$ cat src/rtl/de1_cl_inputs_responder.sv
// Board-less stand-in for the DE1-CL switch shift chain and rotary encoders; `DE1_CL_INPUTS_RESPONDER_ROTARY_EN builds the encoders.
// sr_data trails a load or shift by two cycles; each encoder step takes 3*STEP_DWELL cycles with ready low and no queueing.
module de1_cl_inputs_responder #(
  parameter int SR_WIDTH   = 16,
  parameter int STEP_DWELL = 8
) (
  input  logic                clk,
  input  logic                clk__enable,
  input  logic                reset,
  input  logic                inputs_control__sr_clock,
  input  logic                inputs_control__sr_shift,
  input  logic [SR_WIDTH-1:0] switches,
  output logic                inputs_status__sr_data,
  output logic [7:0]          sr_bit_count,
  input  logic                left_step_valid,
  input  logic                left_step_dir,
  output logic                left_step_ready,
  input  logic                right_step_valid,
  input  logic                right_step_dir,
  output logic                right_step_ready,
  output logic                inputs_status__left_rotary__direction_pin,
  output logic                inputs_status__left_rotary__transition_pin,
  output logic                inputs_status__right_rotary__direction_pin,
  output logic                inputs_status__right_rotary__transition_pin
);

  localparam logic [7:0] SR_W8 = 8'(SR_WIDTH);

  logic [SR_WIDTH-1:0] shreg_q, shreg_d;
  logic [7:0]          bit_cnt_q, bit_cnt_d;
  logic                sr_clock_prev_q;
  logic                sr_data_q;
  logic                rise;

  assign rise = inputs_control__sr_clock & ~sr_clock_prev_q;

  // Load has priority over a coincident shift-clock rise; shifted-in ones model the pull-up.
  always_comb begin
    shreg_d   = shreg_q;
    bit_cnt_d = bit_cnt_q;
    if (!inputs_control__sr_shift) begin
      shreg_d   = switches;
      bit_cnt_d = 8'd0;
    end else if (rise) begin
      shreg_d = {shreg_q[SR_WIDTH-2:0], 1'b1};
      if (bit_cnt_q < SR_W8) begin
        bit_cnt_d = bit_cnt_q + 8'd1;
      end
    end
  end

  always_ff @(posedge clk or posedge reset) begin
    if (reset) begin
      shreg_q         <= '1;
      bit_cnt_q       <= 8'd0;
      sr_clock_prev_q <= 1'b0;
      sr_data_q       <= 1'b1;
    end else if (clk__enable) begin
      shreg_q         <= shreg_d;
      bit_cnt_q       <= bit_cnt_d;
      sr_clock_prev_q <= inputs_control__sr_clock;
      sr_data_q       <= shreg_q[SR_WIDTH-1];
    end
  end

  assign inputs_status__sr_data = sr_data_q;
  assign sr_bit_count           = bit_cnt_q;

`ifdef DE1_CL_INPUTS_RESPONDER_ROTARY_EN
  typedef enum logic [1:0] {
    ROT_IDLE  = 2'd0,
    ROT_SETUP = 2'd1,
    ROT_PULSE = 2'd2,
    ROT_HOLD  = 2'd3
  } rot_state_e;

  localparam logic [7:0] DWELL_M1 = 8'(STEP_DWELL - 1);

  logic [1:0] step_vld, step_dir, step_rdy, dir_pin, trans_pin;

  assign step_vld = {right_step_valid, left_step_valid};
  assign step_dir = {right_step_dir, left_step_dir};

  // Index 0 is the left encoder, index 1 the right.
  for (genvar g = 0; g < 2; g++) begin : g_rot
    rot_state_e state_q, state_d;
    logic [7:0] cnt_q, cnt_d;
    logic       dir_q, dir_d;

    always_comb begin
      state_d = state_q;
      cnt_d   = cnt_q;
      dir_d   = dir_q;
      case (state_q)
        ROT_IDLE: begin
          if (step_vld[g]) begin
            dir_d   = step_dir[g];
            cnt_d   = DWELL_M1;
            state_d = ROT_SETUP;
          end
        end
        ROT_SETUP, ROT_PULSE, ROT_HOLD: begin
          if (cnt_q == 8'd0) begin
            cnt_d = DWELL_M1;
            case (state_q)
              ROT_SETUP: state_d = ROT_PULSE;
              ROT_PULSE: state_d = ROT_HOLD;
              default:   state_d = ROT_IDLE;
            endcase
          end else begin
            cnt_d = cnt_q - 8'd1;
          end
        end
        default: state_d = ROT_IDLE;
      endcase
    end

    always_ff @(posedge clk or posedge reset) begin
      if (reset) begin
        state_q <= ROT_IDLE;
        cnt_q   <= 8'd0;
        dir_q   <= 1'b0;
      end else if (clk__enable) begin
        state_q <= state_d;
        cnt_q   <= cnt_d;
        dir_q   <= dir_d;
      end
    end

    assign step_rdy[g]  = (state_q == ROT_IDLE);
    assign trans_pin[g] = (state_q == ROT_PULSE);
    assign dir_pin[g]   = dir_q;
  end

  assign left_step_ready                             = step_rdy[0];
  assign right_step_ready                            = step_rdy[1];
  assign inputs_status__left_rotary__direction_pin   = dir_pin[0];
  assign inputs_status__left_rotary__transition_pin  = trans_pin[0];
  assign inputs_status__right_rotary__direction_pin  = dir_pin[1];
  assign inputs_status__right_rotary__transition_pin = trans_pin[1];
`else
  logic unused_step;
  assign unused_step = &{1'b0, left_step_valid, left_step_dir, right_step_valid, right_step_dir};

  assign left_step_ready                             = 1'b0;
  assign right_step_ready                            = 1'b0;
  assign inputs_status__left_rotary__direction_pin   = 1'b0;
  assign inputs_status__left_rotary__transition_pin  = 1'b0;
  assign inputs_status__right_rotary__direction_pin  = 1'b0;
  assign inputs_status__right_rotary__transition_pin = 1'b0;
`endif

endmodule
$ cat config.mk
export PLATFORM = sky130hd
export DESIGN_NAME = de1_cl_inputs_responder
export DESIGN_NICKNAME = d
export VERILOG_FILES = /design/src/rtl/de1_cl_inputs_responder.sv
export SDC_FILE = /design/constraint.sdc
export NUM_CORES = 1
export LEC_CHECK = 0
export BUFFER_PORTS_ARGS = -buffer_cell sky130_fd_sc_hd__buf_4
export CORE_UTILIZATION = 50
export DETAILED_ROUTE_END_ITERATION = 12
export GPL_TIMING_DRIVEN = 0
export PLACE_DENSITY_LB_ADDON = 0.25
export SYNTH_ARGS = -nofsm -noshare
export SYNTH_HDL_FRONTEND = slang
export SYNTH_SLANG_ARGS = --single-unit
$ cat constraint.sdc
create_clock -name clk -period 1.8 [get_ports clk]
set_input_delay 0.36 -clock clk [delete_from_list [all_inputs] [get_ports clk]]
set_output_delay 0.36 -clock clk [all_outputs]
set_load 0.02 [all_outputs]
==> results.yml, run 1 <==
status:
  outcome: "complete, no violations"
setup_path:
  cp.required_ps: 2010
  r2r_start: "sr_bit_count[5]$_DFFE_PP0P_"
  crit_family: "compound AO/OA/AOI/OAI gates"
  crit_fanout: 3
  crit_path_start_kind: "flop"
  critPathArrivalTime_ps: 1920
  critPathMaxStageDelay_ps: 500
  cp-end-kind: "flop"
  critPathLaunch: "sr_bit_count[5]$_DFFE_PP0P_"
  slowest_stage: "o41a_1"
  cp_cell_sequence: "o41a_1 > a211oi_2 > mux2_1"
  path_buf_inv: 0
  path_class: "flop to flop"
die:
  die_y_um: 53.4
  rows: 18
  core_area_mm2: 0.00248
  io_pins: 40
  dieWidth_um: 53.4
  die_area_mm2: 0.00285
  start_util_pct: 53.3
clock_network:
  cts-resized-gates: 0
  ctsHoldBuffers: 0
  cts_buffers: 3
  cts.clk_slew.worst_paths_ps: 140
  clk_latency_ps: 320
  htree_levels: 1
  post_cts_buffers: 0
  cts.sinks: 26
  cts_tree: "done"
  root_buffer: "clkbuf_4"
  cts_buffer_depth: 2
yosys:
  synth.top_cell.area_share_pct: 33.8
  synth_cell_types: 25
  ys_ff_latch: 26
  synth_cells: 98
  synthArstFlopShare_pct: 100
  synth-seq-area-share_pct: 50.9
  synthFlopType: "dfstp_2"
  synth-edff-count: 0
  yosysWarnings: 0
  synth_top_area_cell: "dfstp_2"
  syn_area_mm2: 0.00132
  syn_area_per_cell_um2: 13.5
  synthTopCellsByArea: "dfstp_2, mux2_2, dfrtp_1"
drt:
  via_per_inst: 5.04
  wl_per_cell_um: 12.7
  drt_iter0_drc: 9
  drt_drc_violations_left: 0
  vias: 837
  routed_wl_mm: 2.11
  ant_nets: 0
  first_pass_iters: 5
sta:
  period_share_pct: 94.9
  fmax_ghz: 0.585
  slew_headroom_pct: 36.8
  min_period_ps: 1710
  setup-tns-final_ps: 0
  worst_pin_slew_ps: 947
  finClkSkew_ps: 8.08
  maxSlewViolCount: 0
  grt_setup_unrepaired: "no"
  setup_viol: 0
  finalHoldViolCount: 0
finish:
  nets: 163
  insertedDiodeCount: 0
  fill_cells: 194
  fin_area_mm2: 0.00164
  drive_above_1_share_pct: 69.9
  syn_to_final_growth_pct: 24.1
placement:
  routabilityCongestion: 0.785
  io_buffers: 29
  dpl.hpwl_mm: 1.62
  dpl-instance-area_mm2: 0.00160
pwr:
  sw_frac_of_total_pct: 26.0
  power.internal_mw: 1.15
  p_clk_share_pct: 18.5
  p_comb_share_pct: 25.9
  p_leak_nw: 0.741
  total_power_mw: 1.56
  power_switching_mw: 0.405
  power_density_mw_per_mm2: 951
  seqPwrFrac_pct: 55.6
  vdd_drop_max_uv: 687
global_routing:
  globalRoute.busiestLayer: "met2"
  grt.overflow.total: 0
  met3_usage_pct: 2.59
  antenna_found_initial: 0
  grt_usage_pct: 17.7
  grt_pass1_vias: 814
  grt_max_degree: 27
  grt_pass1_wl_mm: 3.59
  grtUsageMet2_pct: 29.8
  grt_use_met1_pct: 22.6
run:
  maxCapViolations: 0
min_path:
  hp-class: "input port to async pin"
[worst paths after layout]
check	slack, ps	to	cells after the start
setup / recovery	90	sr_bit_count[0]$_DFFE_PP0P_	3
hold / removal	240	sr_bit_count[6]$_DFFE_PP0P_	2
setup reg to reg	90	sr_bit_count[0]$_DFFE_PP0P_	3
hold reg to reg	530	sr_clock_prev_q$_DFFE_PP0P_	1
max in group asynchronous	980	sr_bit_count[1]$_DFFE_PP0P_	2
min in group clk	250	shreg_q[0]$_DFFE_PP1P_	2
[Yosys cell counts (all sizes together) (2+ instances only)]
library cell	instances
nand2	4
a211oi	2
dfstp	17
buf	9
inv	3
nand2b	4
mux2i	3
and2	3
mux2	33
dfrtp	9
[worst register-to-register path: stages (launching register included)]
cell,delay (ps)
dfrtp_1,420
o41a_1,500
a211oi_2,330
mux2_1,360
[cells by family after synthesis]
| group | count (synthesis) | synth area share [%] |
|---|---|---|
| muxes | 36 | 30.4 |
| buffers and inverters | 13 | 5.78 |
| DFF | 26 | 50.9 |
| other | 1 | 0.284 |
| and+or+nand+nor | 14 | 5.87 |
| adders and majority gates | 1 | 0.947 |
| AOI/OAI and AO/OA | 7 | 5.87 |
[power by group through the flow]
stage,Combinational [mW],Sequential [mW],Clock (mW)
after floorplan,0.261,0.888,0
after global placement,0.393,0.869,0
after detailed placement,0.407,0.879,0
after CTS,0.409,0.868,0.309
after global routing,0.446,0.887,0.325
final,0.404,0.867,0.288
[registers in the layout (all words and copies together), names as in the netlist]
signal / flops
inputs_status__sr_data: 1
shreg_q: 16
sr_bit_count: 8
sr_clock_prev_q: 1
[cells in the final DEF, fill, tap and decap left out]
master and n:
o22a_1 1, clkbuf_4 3, and3_1 1, dfstp_2 17, a22o_1 1, inv_1 3
buf_4 36, mux2_2 32, a2111oi_2 1, a211oi_2 2, nand2b_1 4, o41a_1 1
and2_2 1, clkbuf_1 1, buf_1 1, dfrtp_1 9, mux2_1 1, nand2_1 4
buf_2 1, and2_1 2, conb_1 6, nand3_1 1, clkbuf_8 1, a21oi_4 1
ha_1 1, nor2b_1 1, mux2i_1 3
[per-stage QoR]
step / worst slack [ps] / utilization (%) / cells / hold WS (ps)
after global placement: 138 / 64.4 / 162 / 481
final: 91.1 / 66.2 / 166 / 236
after detailed placement: 99.7 / 64.4 / 162 / 496
after CTS: 75.3 / 65.9 / 166 / 235
after global routing: 16.1 / 66.2 / 166 / 230
after floorplan: 138 / - / 103 / 387
[final cells by class]
cell class | instances | area, um2 | share of cell area, %
Sequential cell | 26 | 672 | 41.0
Multi-Input combinational cell | 64 | 599 | 36.6
Timing Repair Buffer | 29 | 218 | 13.3
Buffer | 10 | 65.1 | 3.97
Tap cell | 30 | 37.5 | 2.29
Clock buffer | 4 | 36.3 | 2.21
Inverter | 3 | 11.3 | 0.687
[layer usage]
layer / share of wire [%] / vias up
li1: - / 409
met5: 0 / -
met1: 44 / 407
met2: 52 / 21
met4: 0 / 0
met3: 4.1 / 0
(Power assumes the default switching activity.)
==> run 2: changes to the inputs <==
--- a/config.mk
+++ b/config.mk
@@ -9,7 +9,7 @@
 export CORE_UTILIZATION = 50
 export DETAILED_ROUTE_END_ITERATION = 12
 export GPL_TIMING_DRIVEN = 0
-export PLACE_DENSITY_LB_ADDON = 0.25
+export PLACE_DENSITY = 0.87
 export SYNTH_ARGS = -nofsm -noshare
 export SYNTH_HDL_FRONTEND = slang
 export SYNTH_SLANG_ARGS = --single-unit
==> results.yml, run 2 (same netlist as run 1, synthesis figures left out) <==
status:
  outcome: "complete, no violations"
clock_network:
  htree_levels: 1
  cts-resized-gates: 0
  post_cts_buffers: 0
  cts_buffer_depth: 2
  root_buffer: "clkbuf_4"
  cts_tree: "done"
  clk_latency_ps: 320
  cts.sinks: 26
  ctsHoldBuffers: 0
  cts.clk_slew.worst_paths_ps: 130
  cts_buffers: 3
pwr:
  power_density_mw_per_mm2: 954
  p_leak_nw: 0.740
  power_switching_mw: 0.405
  p_comb_share_pct: 25.9
  sw_frac_of_total_pct: 26.0
  power.internal_mw: 1.15
  p_clk_share_pct: 18.7
  vdd_drop_max_uv: 781
  seqPwrFrac_pct: 55.3
setup_path:
  r2r_cells: 4
  crit_path_start_kind: "flop"
  r2r-end: "shreg_q[15]$_DFFE_PP1P_"
  slowest_stage: "a21oi_2"
  cp-end-kind: "flop"
  critPathArrivalTime_ps: 1960
  rrSetupSlack_ps: 110
  cp.required_ps: 2060
  r2r_start: "sr_clock_prev_q$_DFFE_PP0P_"
  crit_family: "compound AO/OA/AOI/OAI gates"
  cp_cell_sequence: "nand2b_1 > a21oi_2 > buf_4 > mux2_2"
  path_class: "flop to flop"
  critPathMaxStageDelay_ps: 400
  path_buf_inv: 1
  crit_fanout: 10
drt:
  first_pass_iters: 2
  ant_nets: 0
  via_per_inst: 5.10
  routed_wl_mm: 2.16
  vias: 846
  wl_per_cell_um: 13.0
  drt_drc_violations_left: 0
  drt_iter0_drc: 7
finish:
  final_common_cell: "buf_4"
  largest_register_ffs: 16
  fin_util_pct: 65.9
  insertedDiodeCount: 0
  mostFrequentLayoutCells: "buf_4, mux2_2, dfstp_2, dfrtp_1, conb_1"
  nets: 163
  drive_above_1_share_pct: 69.9
  syn_to_final_growth_pct: 23.5
  top_register: "shreg_q"
global_routing:
  grt.overflow.total: 0
  antenna_found_initial: 0
  grt_pass1_wl_mm: 3.33
  grt_max_degree: 27
  grt_pass1_vias: 769
  grt_usage_pct: 16.6
die:
  io_pins: 40
  die_y_um: 53.4
  start_util_pct: 53.3
  core_area_mm2: 0.00248
  die_area_mm2: 0.00285
  rows: 18
  dieWidth_um: 53.4
min_path:
  whs_endpoint: "shreg_q[0]$_DFFE_PP1P_"
  hp-class: "input port to flop"
  hold_depth: 2
  min-delay-start: "switches[0]"
sta:
  maxSlewViolCount: 0
  fmax_ghz: 0.590
  grt_setup_unrepaired: "no"
  period_share_pct: 94.2
  min_period_ps: 1690
  worst_pin_slew_ps: 951
  finClkSkew_ps: 3.36
  setup-tns-final_ps: 0
  slew_headroom_pct: 36.5
  finalHoldViolCount: 0
  setup_viol: 0
placement:
  dpl.hpwl_mm: 1.64
  routabilityCongestion: 0.758
  io_buffers: 29
run:
  maxCapViolations: 0
[run 2: cell counts in the layout (fill, tap and decap cells not counted)]
No cell type changed its count.
[run 2: worst register-to-register path, delay by kind of cell, from the launching register on]
| family | cells | cell delay [ps] |
|---|---|---|
| buffers and inverters | 1 | 270 |
| AOI/OAI and AO/OA | 1 | 400 |
| and+or+nand+nor | 1 | 240 |
| muxes | 1 | 340 |
| DFF | 1 | 390 |
[run 2: power groups by stage]
stage	clock (mW)	sequential, mW	combinational (mW)
2_1_floorplan	0	0.888	0.261
3_3_place_gp	0	0.866	0.393
3_5_place_dp	0	0.874	0.409
4_1_cts	0.306	0.863	0.410
5_1_grt	0.322	0.879	0.444
6_report	0.292	0.862	0.404
[run 2: area by class of cell]
type	count	area, um2
Buffer	10	65.1
Clock buffer	4	36.3
Fill cell	198	846
Inverter	3	11.3
Multi-Input combinational cell	64	592
Sequential cell	26	672
Tap cell	30	37.5
Timing Repair Buffer	29	218
[run 2: how the worst max path moves through the flow]
stage,startpoint,cells after the start,to
floorplan,sr_bit_count[5]$_DFFE_PP0P_,3,sr_bit_count[0]$_DFFE_PP0P_
global placement,inputs_control__sr_clock,5,shreg_q[1]$_DFFE_PP1P_
detailed placement,inputs_control__sr_clock,5,shreg_q[2]$_DFFE_PP1P_
CTS,sr_clock_prev_q$_DFFE_PP0P_,4,shreg_q[15]$_DFFE_PP1P_
global route,sr_clock_prev_q$_DFFE_PP0P_,4,shreg_q[15]$_DFFE_PP1P_
finish,sr_clock_prev_q$_DFFE_PP0P_,4,shreg_q[15]$_DFFE_PP1P_
[run 2: metal layers]
layer	track usage, %	vias up	part of all wire [%]
met5	0	-	0
met4	9.21	0	1.5
met3	2.01	4	5.0
met2	26.3	24	49
met1	21.8	410	45
li1	-	408	-
[run 2: stage by stage]
| step | hold WS, ps | worst slack [ps] | std cells | instance area, um2 | power, mW |
|---|---|---|---|---|---|
| 2_1_floorplan | 387 | 138 | 103 | 1340 | 1.15 |
| 3_3_place_gp | 482 | 141 | 162 | 1600 | 1.26 |
| 3_5_place_dp | 487 | 92.2 | 162 | 1600 | 1.28 |
| 4_1_cts | 233 | 86.6 | 166 | 1630 | 1.58 |
| 5_1_grt | 232 | 26.6 | 166 | 1630 | 1.65 |
| 6_report | 244 | 105 | 166 | 1630 | 1.56 |
==> run 3: changes to the inputs <==
--- a/config.mk
+++ b/config.mk
@@ -5,11 +5,12 @@
 export SDC_FILE = /design/constraint.sdc
 export NUM_CORES = 1
 export LEC_CHECK = 0
+export ABC_AREA = 1
 export BUFFER_PORTS_ARGS = -buffer_cell sky130_fd_sc_hd__buf_4
-export CORE_UTILIZATION = 50
+export CORE_UTILIZATION = 51
 export DETAILED_ROUTE_END_ITERATION = 12
 export GPL_TIMING_DRIVEN = 0
-export PLACE_DENSITY = 0.87
+export PLACE_DENSITY = 0.88
 export SYNTH_ARGS = -nofsm -noshare
 export SYNTH_HDL_FRONTEND = slang
 export SYNTH_SLANG_ARGS = --single-unit
==> constraint.sdc (replaced) <==
create_clock -name clk -period 1.9 [get_ports clk]
set_input_delay 0.38 -clock clk [delete_from_list [all_inputs] [get_ports clk]]
set_output_delay 0.38 -clock clk [all_outputs]
set_load 0.02 [all_outputs]
==> results.yml, run 3 <==
status:
  outcome: "complete, no violations"
clock_network:
  cts.sinks: 26
  cts.clk_slew.worst_paths_ps: 140
  cts_tree: "done"
  cts_buffer_depth: 2
  cts_buffers: 3
  ctsHoldBuffers: 0
  cts-resized-gates: 0
  clk_latency_ps: 320
  htree_levels: 1
  root_buffer: "clkbuf_4"
  post_cts_buffers: 0
yosys:
  synth_compound_area_share_pct: 16.5
  synth.top_cell.area_share_pct: 32.6
  synthMuxAreaShare_pct: 0.823
  synth.most_common_cell: "nor2_1"
  syn_area_per_cell_um2: 8.77
  synth_top_area_cell: "dfstp_2"
  synth_top_family_by_area: "simple AND/OR/NAND/NOR gates"
  synth_cell_types: 24
  yosys.area_share.simple_pct: 20.6
  yosysWarnings: 0
  synthAdderAreaFrac_pct: 0.914
  synth_cells: 156
  ys_top_cells_by_count: "nor2_1, nand2_1, dfstp_2"
  synth-edff-count: 0
  synth-seq-area-share_pct: 49.1
  ys_ff_latch: 26
  synthFlopType: "dfstp_2"
  synthArstFlopShare_pct: 100
  syn_area_mm2: 0.00137
  synth-xor-area-share_pct: 0
  synthTopCellsByArea: "dfstp_2, dfrtp_1, nor2_1"
pwr:
  vdd_drop_max_uv: 562
  p_leak_nw: 0.807
  power_density_mw_per_mm2: 801
finish:
  final_common_cell: "buf_4"
  top_register: "shreg_q"
  drive_above_1_share_pct: 38.3
  largest_register_ffs: 16
  syn_to_final_growth_pct: 22.1
  mostFrequentLayoutCells: "buf_4, nor2_1, nand2_1, dfstp_2, o21ai_0"
  fill_cells: 211
  insertedDiodeCount: 0
  nets: 220
  fin_area_mm2: 0.00167
drt:
  via_per_inst: 4.90
  routed_wl_mm: 2.46
  vias: 1093
  ant_nets: 0
  wl_per_cell_um: 11.0
  first_pass_iters: 4
  drt_iter0_drc: 24
  drt_drc_violations_left: 0
sta:
  finClkSkew_ps: 2.31
  setup_viol: 0
  maxSlewViolCount: 0
  min_period_ps: 1380
  fmax_ghz: 0.723
  fin_hold_ws_ps: 264
  period_share_pct: 72.8
  finalHoldViolCount: 0
  slew_headroom_pct: 36.4
  worst_pin_slew_ps: 952
  setup-tns-final_ps: 0
  fin_ws_ps: 516
  grt_setup_unrepaired: "no"
placement:
  dpl.hpwl_mm: 1.80
  post-place-ws_ps: 625
  dpl-instance-area_mm2: 0.00164
  routabilityCongestion: 0.716
  io_buffers: 28
die:
  rows: 18
  dieWidth_um: 53.8
  io_pins: 40
  core_area_mm2: 0.00250
  die_y_um: 53.8
  start_util_pct: 54.8
  die_area_mm2: 0.00289
setup_path:
  cp_cell_sequence: "buf_4"
  critPathMaxStageDelay_ps: 550
  cp-end-kind: "output port"
  critPathArrivalTime_ps: 1000
  slowest_stage: "dfstp_2"
  crit_fanout: 2
  crit_path_start_kind: "flop"
  path_buf_inv: 1
  crit_family: "flip-flops"
  path_class: "flop to output port"
  cp.required_ps: 1520
global_routing:
  grt_pass1_vias: 1004
  grt.overflow.total: 0
  grt_usage_pct: 19.4
  antenna_found_initial: 0
  grt_pass1_wl_mm: 4.09
  grt_max_degree: 27
run:
  maxCapViolations: 0
min_path:
  hp-class: "input port to async pin"
==> run 3: cell count changes after synthesis, moves of 3 or more <==
cell / delta
mux2i_1: -3
nand2b_1: -4
buf_6: +4
nand3_1: +3
mux2_2: -31
nor2_1: +31
o21ai_0: +15
nand2_1: +21
o21ai_2: +4
inv_1: +8
o21a_1: +13
==> run 3: logic make-up after synthesis <==
kind of cell               after synthesis
and+or+nand+nor                         66
adders and majority gates                1
other                                    1
AOI/OAI and AO/OA                       35
DFF                                     26
muxes                                    1
buffers and inverters                   26
==> run 3: final timing paths <==
path | from | to | slack [ps] | cells after the start
min | reset | sr_bit_count[6]$_DFFE_PP0P_ | 260 | 2
min reg2reg | shreg_q[14]$_DFFE_PP1P_ | shreg_q[14]$_DFFE_PP1P_ | 520 | 2
max in group asynchronous | reset | sr_bit_count[2]$_DFFE_PP0P_ | 1060 | 2
max reg2reg | sr_bit_count[0]$_DFFE_PP0P_ | sr_bit_count[4]$_DFFE_PP0P_ | 720 | 6
min in group clk | inputs_control__sr_clock | sr_clock_prev_q$_DFFE_PP0P_ | 270 | 3
max | inputs_status__sr_data$_DFFE_PP1P_ | inputs_status__sr_data | 520 | 1
==> run 3: area by class of cell <==
class	count	area, um2	share of cell area (%)
plain buffers	13	110	6.59
clock buffers	4	36.3	2.17
inverters	13	51.3	3.07
multi-input cells	109	554	33.2
flip-flops and latches	26	672	40.2
well taps	30	37.5	2.25
repair buffers	28	210	12.6
==> run 3: layer usage <==
layer  wire length, um  global-route usage, %
met2              1200                   33.1
met4                13                   6.14
met3               137                   2.82
met1              1100                   25.1
met5                 0                      0
==> run 3: power by group <==
part / leakage [nW] / total, mW / switching [mW] / internal (mW)
combinational: 0.486 / 0.321 / 0.165 / 0.157
clock: 0.0210 / 0.279 / 0.162 / 0.117
sequential: 0.301 / 0.738 / 0.0549 / 0.683
==> run 3: per-stage QoR <==
| step | power [mW] | util (%) | cells |
|---|---|---|---|
| after floorplan | 0.963 | - | 161 |
| after global placement | 1.06 | 65.4 | 219 |
| after detailed placement | 1.07 | 65.4 | 219 |
| after CTS | 1.35 | 66.9 | 223 |
| after global routing | 1.41 | 66.9 | 223 |
| final | 1.34 | 66.9 | 223 |
